--- src/rtl/march_scheduler.sv ---
// march_scheduler: per-pixel ray-march sequencer.
// It accepts a pixel job and issues one sdf evaluation per march step.
// After each result it decides whether the ray hit, escaped or ran out of
// steps, and holds the result until it is consumed.
//
// state | meaning
// IDLE  | ready for a new pixel job
// ISSUE | one-cycle start pulse to the sdf pipeline
// WAIT  | counting down the sdf pipeline latency
// EVAL  | sdf_distance valid this cycle; classify hit / far / limit / step
// DONE  | result presented, waiting for res_ready
module march_scheduler #(
  parameter int          SDF_LAT   = 12,
  parameter int          MAX_STEPS = 32,
  parameter logic [26:0] HIT_EPS   = 27'h1F00000,
  parameter logic [26:0] FAR_LIMIT = 27'h2240000,
  parameter int          CORDW     = 10
) (
  input  logic             clk,
  input  logic             reset,
  input  logic             job_valid,
  output logic             job_ready,
  input  logic [CORDW-1:0] job_px,
  input  logic [CORDW-1:0] job_py,
  output logic             sdf_issue,
  output logic [CORDW-1:0] sdf_px,
  output logic [CORDW-1:0] sdf_py,
  input  logic [26:0]      sdf_distance,
  output logic             march_advance,
  output logic             res_valid,
  input  logic             res_ready,
  output logic [CORDW-1:0] res_px,
  output logic [CORDW-1:0] res_py,
  output logic             res_hit,
  output logic [7:0]       res_steps
);

  typedef enum logic [2:0] {IDLE, ISSUE, WAIT, EVAL, DONE} state_t;

  localparam logic [5:0] LAT_LOAD    = 6'(SDF_LAT - 2);
  localparam logic [7:0] MAX_STEPS_W = 8'(MAX_STEPS);

  state_t           state_q;
  logic [5:0]       cnt_q;
  logic [7:0]       steps_q;
  logic [CORDW-1:0] px_q;
  logic [CORDW-1:0] py_q;
  logic             job_ready_q;
  logic             sdf_issue_q;
  logic             res_valid_q;
  logic             hit_q;

  logic [7:0]       step_n_d;
  logic             is_hit_d;
  logic             is_far_d;
  logic             at_limit_d;

  // Classify the distance arriving this cycle; only acted on in EVAL.
  // Sign bit alone marks a hit, whatever the magnitude.
  always_comb begin
    step_n_d   = steps_q + 8'd1;
    is_hit_d   = sdf_distance[26] || (sdf_distance[25:0] < HIT_EPS[25:0]);
    is_far_d   = (sdf_distance[25:0] >= FAR_LIMIT[25:0]);
    at_limit_d = (step_n_d == MAX_STEPS_W);
  end

  // The advance pulse must land in the EVAL cycle itself so that it never
  // overlaps the next ISSUE. For that reason it is decoded from the state
  // rather than registered.
  assign march_advance = (state_q == EVAL) && !is_hit_d && !is_far_d && !at_limit_d;

  // Sequencing FSM with registered handshake and payload outputs.
  always_ff @(posedge clk or posedge reset) begin
    if (reset) begin
      state_q     <= IDLE;
      cnt_q       <= '0;
      steps_q     <= '0;
      px_q        <= '0;
      py_q        <= '0;
      job_ready_q <= 1'b0;
      sdf_issue_q <= 1'b0;
      res_valid_q <= 1'b0;
      hit_q       <= 1'b0;
    end else begin
      case (state_q)
        IDLE: begin
          if (job_valid && job_ready_q) begin
            px_q        <= job_px;
            py_q        <= job_py;
            steps_q     <= '0;
            hit_q       <= 1'b0;
            job_ready_q <= 1'b0;
            sdf_issue_q <= 1'b1;
            state_q     <= ISSUE;
          end else begin
            job_ready_q <= 1'b1;
          end
        end
        ISSUE: begin
          sdf_issue_q <= 1'b0;
          cnt_q       <= LAT_LOAD;
          state_q     <= WAIT;
        end
        WAIT: begin
          if (cnt_q == 6'd0) begin
            state_q <= EVAL;
          end else begin
            cnt_q <= cnt_q - 6'd1;
          end
        end
        EVAL: begin
          steps_q <= step_n_d;
          if (is_hit_d) begin
            hit_q       <= 1'b1;
            res_valid_q <= 1'b1;
            state_q     <= DONE;
          end else if (is_far_d || at_limit_d) begin
            hit_q       <= 1'b0;
            res_valid_q <= 1'b1;
            state_q     <= DONE;
          end else begin
            sdf_issue_q <= 1'b1;
            state_q     <= ISSUE;
          end
        end
        DONE: begin
          if (res_ready) begin
            res_valid_q <= 1'b0;
            job_ready_q <= 1'b1;
            state_q     <= IDLE;
          end
        end
        default: state_q <= IDLE;
      endcase
    end
  end

  assign job_ready = job_ready_q;
  assign sdf_issue = sdf_issue_q;
  assign sdf_px    = px_q;
  assign sdf_py    = py_q;
  assign res_valid = res_valid_q;
  assign res_px    = px_q;
  assign res_py    = py_q;
  assign res_hit   = hit_q;
  assign res_steps = steps_q;

endmodule

--- config.mk ---
export PLATFORM = sky130hd
export DESIGN_NAME = march_scheduler
export DESIGN_NICKNAME = d
export VERILOG_FILES = /design/src/rtl/march_scheduler.sv
export SDC_FILE = /design/constraint.sdc
export NUM_CORES = 1
export LEC_CHECK = 0
export CORE_ASPECT_RATIO = 1.5
export CORE_MARGIN = 2
export CORE_UTILIZATION = 55
export DETAILED_ROUTE_END_ITERATION = 6
export DONT_BUFFER_PORTS = 1
export PLACE_DENSITY = 0.73
export RECOVER_POWER = 100
export SYNTH_ARGS = -nofsm -noshare
export SYNTH_HDL_FRONTEND = slang
export SYNTH_SLANG_ARGS = --single-unit
--- constraint.sdc ---
create_clock -name clk -period 1.9 [get_ports clk]
set_input_delay 0.38 -clock clk [delete_from_list [all_inputs] [get_ports clk]]
set_output_delay 0.38 -clock clk [all_outputs]
set_load 0.01 [all_outputs]
# Word level (Yosys, flattened, before mapping)
# Index checks and enable logic that the tools add are counted.
[totals]
reg_bits = 41
word_cells = 74
[classes]
eq_ne = 12
add_sub_neg = 2
n_mux = 25
order_cmp = 2
reduce_logical = 24
[ops]
columns = ["op", "count"]
rows = [
  ["$ge 26x26->1 const B", 1],
  ["$lt 26x25->1 const B", 1],
  ["$pmux 8 s2", 1],
  ["$mux 3", 5],
  ["$pmux 3 s5", 1],
  ["$ne 2x2->1 const B", 6],
  ["$pmux 6 s2", 1],
  ["$mux 1", 11],
  ["$reduce_and 3->1", 3],
  ["$add 8x1->8 const B", 1],
  ["$eq 8x6->1 const B", 1],
  ["$mux 8", 1],
  ["$reduce_and 2->1", 4],
  ["$reduce_bool 2->1", 4],
  ["$eq 3x2->1 const B", 2],
  ["$logic_not 6->1", 1],
  ["$mux 6", 1],
  ["$pmux 1 s2", 3],
  ["$sub 6x1->6 const B", 1],
  ["$logic_and 1x1->1", 4],
  ["$reduce_and 4->1", 1],
  ["$eq 3x1->1 const B", 1],
  ["$eq 3x3->1 const B", 1],
  ["$logic_not 1->1", 3],
  ["5 further kinds", 6],
]

# Logic depth before layout (Yosys ltp)
[depth]
depth_word = 6
ltp_mapped = 7
depth_no_buf = 7

# Least setup slack after synthesis
# Ideal clock, no wire load.
[synth_timing]
path_kind = "register to output"
start = "register steps_q[0] (netlist: res_steps[0])"
end = "output march_advance"
stages_incl_launch_ff = 7
n_path_buf = 0
t_arrival_ns = 1.723
setup_slack_ns = -0.203
t_required_ns = 1.520
cell_sequence = "dfrtp_1 -> ha_1 -> a21o_1 -> a211o_2 -> o311a_1 -> o41ai_4 -> nor2_1"
[synth_between]
elab_chain_cells = 4
[synth_rtl]
columns = ["item", "line_no", "rtl"]
rows = [
  ["start: declaration", "45", "logic [7:0] steps_q;"],
  ["start signal: assignment", "112", "steps_q <= step_n_d;"],
  ["$add 8x1->8", "61", "step_n_d = steps_q + 8'd1;"],
  ["$eq 8x6->1", "64", "at_limit_d = (step_n_d == MAX_STEPS_W);"],
  ["$logic_not 1->1", "70", "assign march_advance = (state_q == EVAL) && !is_hit_d && !is_far_d && !at_limit_d;"],
  ["$logic_and 1x1->1", "70", ""],
  ["end: declaration", "29", "output logic march_advance,"],
]
# No other way between the ends.

# Final worst setup path
[layout_timing]
start = "register steps_q[1] (netlist: res_steps[1])"
end = "output march_advance"
# The elaborated chain is that of the path after synthesis.

==> impl_metrics.csv <==
group,metric,value,unit
power,power,3756,uW
global_route,track_usage,22.95,%
critical_path,r2r_start,"res_steps[1]",
floorplanning,start_util,56.63,%
worst_hold_path,whs_path_depth,1,
floorplanning,core,3889,um^2
floorplanning,die_h,81.50,um
critical_path,path_cells,"ha_2 -> a21o_1 -> a211o_2 -> o311a_4 -> o41ai_4 -> nor2_2",
flow_run,maxCapViolations,0,
layout,register_area,1026,um^2
global_route,grt.met1_usage,20.97,%
synth,syn_nets,267,
sta,drv_slew,0,
critical_path,r2r_cells,7,
route,route.detailed.wl_per_inst,18.90,um
route,vias,1593,
placed_design,dp.cells,253,
cts,cts.sinks,41,
layout,stdcell_area,2372,um^2
sta,worstMarginPinSlew,1.017,ns
layout,area_growth_syn_to_layout,7.727,%
power,max-vdd-ir-drop,1.268,mV
cts,htree_levels,2,
floorplanning,die_w,55.67,um
critical_path,start_kind,"register",
sta,grt_setup_unrepaired,"true",
synth,ys_types,43,
route,dr.pass1.iters,4,
layout,nets,270,
route,wirelength,4932,um
placed_design,placed_area,2247,um^2
synth,ys_warn_count,0,
critical_path,crit_fanout,3,
placed_design,dp_hpwl,3615,um
synth,syn_inst,212,
global_route,grt_util_met3,6.457,%
global_route,grt_pass1_wl,7831,um
critical_path,end_kind,"output port",
sta,fmax,440.3,MHz
synth,async_flop_share,100.0,%
worst_hold_path,holdCritStartpoint,"job_py[5]",
route,detail_route.vias_per_cell,6.103,
cts,cts_buffers,5,
sta,skew,0.01409,ns
cts,worstSkewPairLatency,0.30,ns
layout,fill_cells,326,
global_route,antenna_found_initial,0,
power,leakagePower,0.001026,uW
layout,multi_input_area,979.7,um^2
cts,clk_pin_slew,0.08,ns
layout,fin_cells,261,
cts,cts_tree,"done",
sta,setup_slack,-0.3713,ns
synth,syn_area_per_cell,10.39,um^2
critical_path,crit_type,"register to output port",
floorplanning,dieArea,4536,um^2
sta,layout_min_cycle_time,2.271,ns
sta,final-setup-viol-count,3,
cts,hold_buffers,0,
placed_design,io_buffers,0,
layout,utilization,61.00,%
route,drt_iter0_drc,62,
outcome,violations,"setup timing",
global_route,grtUsageMet2,42.50,%
floorplanning,rows,28,
worst_hold_path,min_to,"res_py[5]",
critical_path,rr_endpoint,"res_hit",
global_route,grt_max_degree,42,
global_route,grt_busiest_layer,"met2",
sta,finalCritPeriodShare,119.5,%
critical_path,cp.arrival,1.89,ns
power,p_per_area,1583,nW/um^2
synth,seq_area_frac_synth,46.59,%
global_route,grt-ovfl-total,0,
cts,clk_path_buf_depth,2,
worst_hold_path,hold_path.class,"input pin to register",
global_route,grt_pass1_vias,1733,
synth,netlist_area,2202,um^2
sta,finalHoldViolCount,0,
floorplanning,io_pins,104,
synth,synth-edff-count,0,
placed_design,place.gp.congestion,0.8586,
synth,ys_seq_elements,41,
critical_path,rrSetupSlack,-0.04,ns
route,drt_drc_violations_left,0,
critical_path,crit_required,1.52,ns
synth,synth_ff_type,"dfrtp_1",
critical_path,slowest_stage,"dfrtp_1",
layout,drive_gt1_share,30.56,%
sta,slew_headroom,32.22,%
route,antenna_left,0,
cts,root_buffer,"clkbuf_8",
outcome,status,"finished, violations left",
critical_path,cpPeakStageDelay,0.42,ns
placed_design,preCtsSetupSlack,-0.07724,ns
layout,num_antenna_cells,0,
==> registers in the layout, summed over array words and instances (netlist names) <==
signal / count
job_ready: 1
res_valid: 1
res_px: 10
res_py: 10
res_steps: 8
state_q: 3
res_hit: 1
sdf_issue: 1
cnt_q: 6
==> synthesized netlist by cell type (2+ instances only) <==
library cell / count / share of area, %
dfrtp_1: 41 / 47
nor2_1: 19 / 3.2
nor4_1: 4 / 1.1
nand2b_1: 2 / 0.57
mux2_2: 20 / 10
ha_1: 4 / 2.3
nand3_1: 5 / 1.1
buf_6: 2 / 1.0
o21ai_0: 15 / 3.4
nand4_1: 3 / 0.85
a21oi_1: 5 / 1.1
nor2b_1: 2 / 0.57
buf_2: 5 / 1.1
buf_4: 20 / 6.8
nand2_1: 16 / 2.7
o31ai_1: 2 / 0.68
inv_1: 9 / 1.5
and2_1: 2 / 0.57
clkbuf_1: 3 / 0.51
xnor2_1: 6 / 2.4
a31oi_1: 2 / 0.57
or3_1: 4 / 1.1
==> per-layer routing <==
| layer | routed length, um | share of wire (%) |
|---|---|---|
| met1 | 1759 | 36 |
| met4 | 209 | 4.2 |
| met2 | 2640 | 54 |
| met5 | 0 | 0 |
| met3 | 322 | 6.5 |
==> cell usage in the layout, fill, tap and decap left out, types with 2 or more instances in the layout <==
cell type  synthesis  layout
dfrtp_1           41      41
buf_4             20      21
mux2_2            20      20
nor2_1            19      18
nand2_1           16      16
o21ai_0           15      13
inv_1              9       9
xnor2_1            6       6
nand3_1            5       5
a21oi_1            5       5
clkbuf_8           0       5
or3_1              4       4
nand4_1            3       3
nor4_1             4       3
ha_1               4       3
nor2b_1            2       2
and2_1             2       2
a31oi_1            2       2
o31ai_1            2       2
o21ai_2            0       2
nand2b_1           2       2
clkbuf_1           3       2
clkbuf_2           0       2
==> critical path: cells and delay by family, from the launching register on <==
family                   cells  cell delay [ns]
AO/OA/AOI/OAI                4             0.89
flip-flops                   1             0.42
adder cells (fa/ha/maj)      1             0.19
AND/OR/NAND/NOR              1             0.09
==> stage by stage <==
step	TNS [ns]	hold slack (ns)
2_1_floorplan	-0.1527	0.5019
3_3_place_gp	-0.01890	0.4200
3_5_place_dp	-0.09644	0.4280
4_1_cts	-0.8189	0.09806
5_1_grt	-0.9603	0.2124
6_report	-0.4275	0.2306
==> final cells by class <==
cell class              count  share of cell area, %
flip-flops and latches     41                  43.25
clock buffers               5                  2.901
multi-input cells         132                  41.30
well taps                  45                  2.373
clock inverters             3                 0.8966
inverters                   9                  1.424
repair buffers             26                  7.859
==> power breakdown <==
part	internal (uW)	switching, uW	total [uW]	leakage (uW)
clock	261	319	579	0.0000445
sequential	1230	643	1880	0.000507
combinational	661	640	1300	0.000474
==> worst max-delay path by stage <==
stage	start	end
5_1_grt	res_steps[1]	march_advance
2_1_floorplan	res_steps[0]	march_advance
6_report	res_steps[1]	march_advance
3_5_place_dp	res_steps[1]	march_advance
4_1_cts	res_steps[1]	march_advance
3_3_place_gp	res_steps[1]	march_advance
==> cells by family after synthesis <==
| logic type | after synthesis | share of synthesized area (%) |
|---|---|---|
| compound gates | 37 | 12.10 |
| xor+xnor | 7 | 2.784 |
| fa+ha+maj | 4 | 2.273 |
| buf+inv | 39 | 11.02 |
| flops | 41 | 46.59 |
| mux | 21 | 10.68 |
| simple gates | 63 | 14.55 |
==> timing repair <==
action / CTS / global route
pin swaps: 0 / 3
setup endpoints to repair: 2 / 7
gates cloned: 0 / 0
buffers inserted: 1 / 0
resized for setup: 1 / 9
No activity file was read; power rests on OpenSTA's default activity.
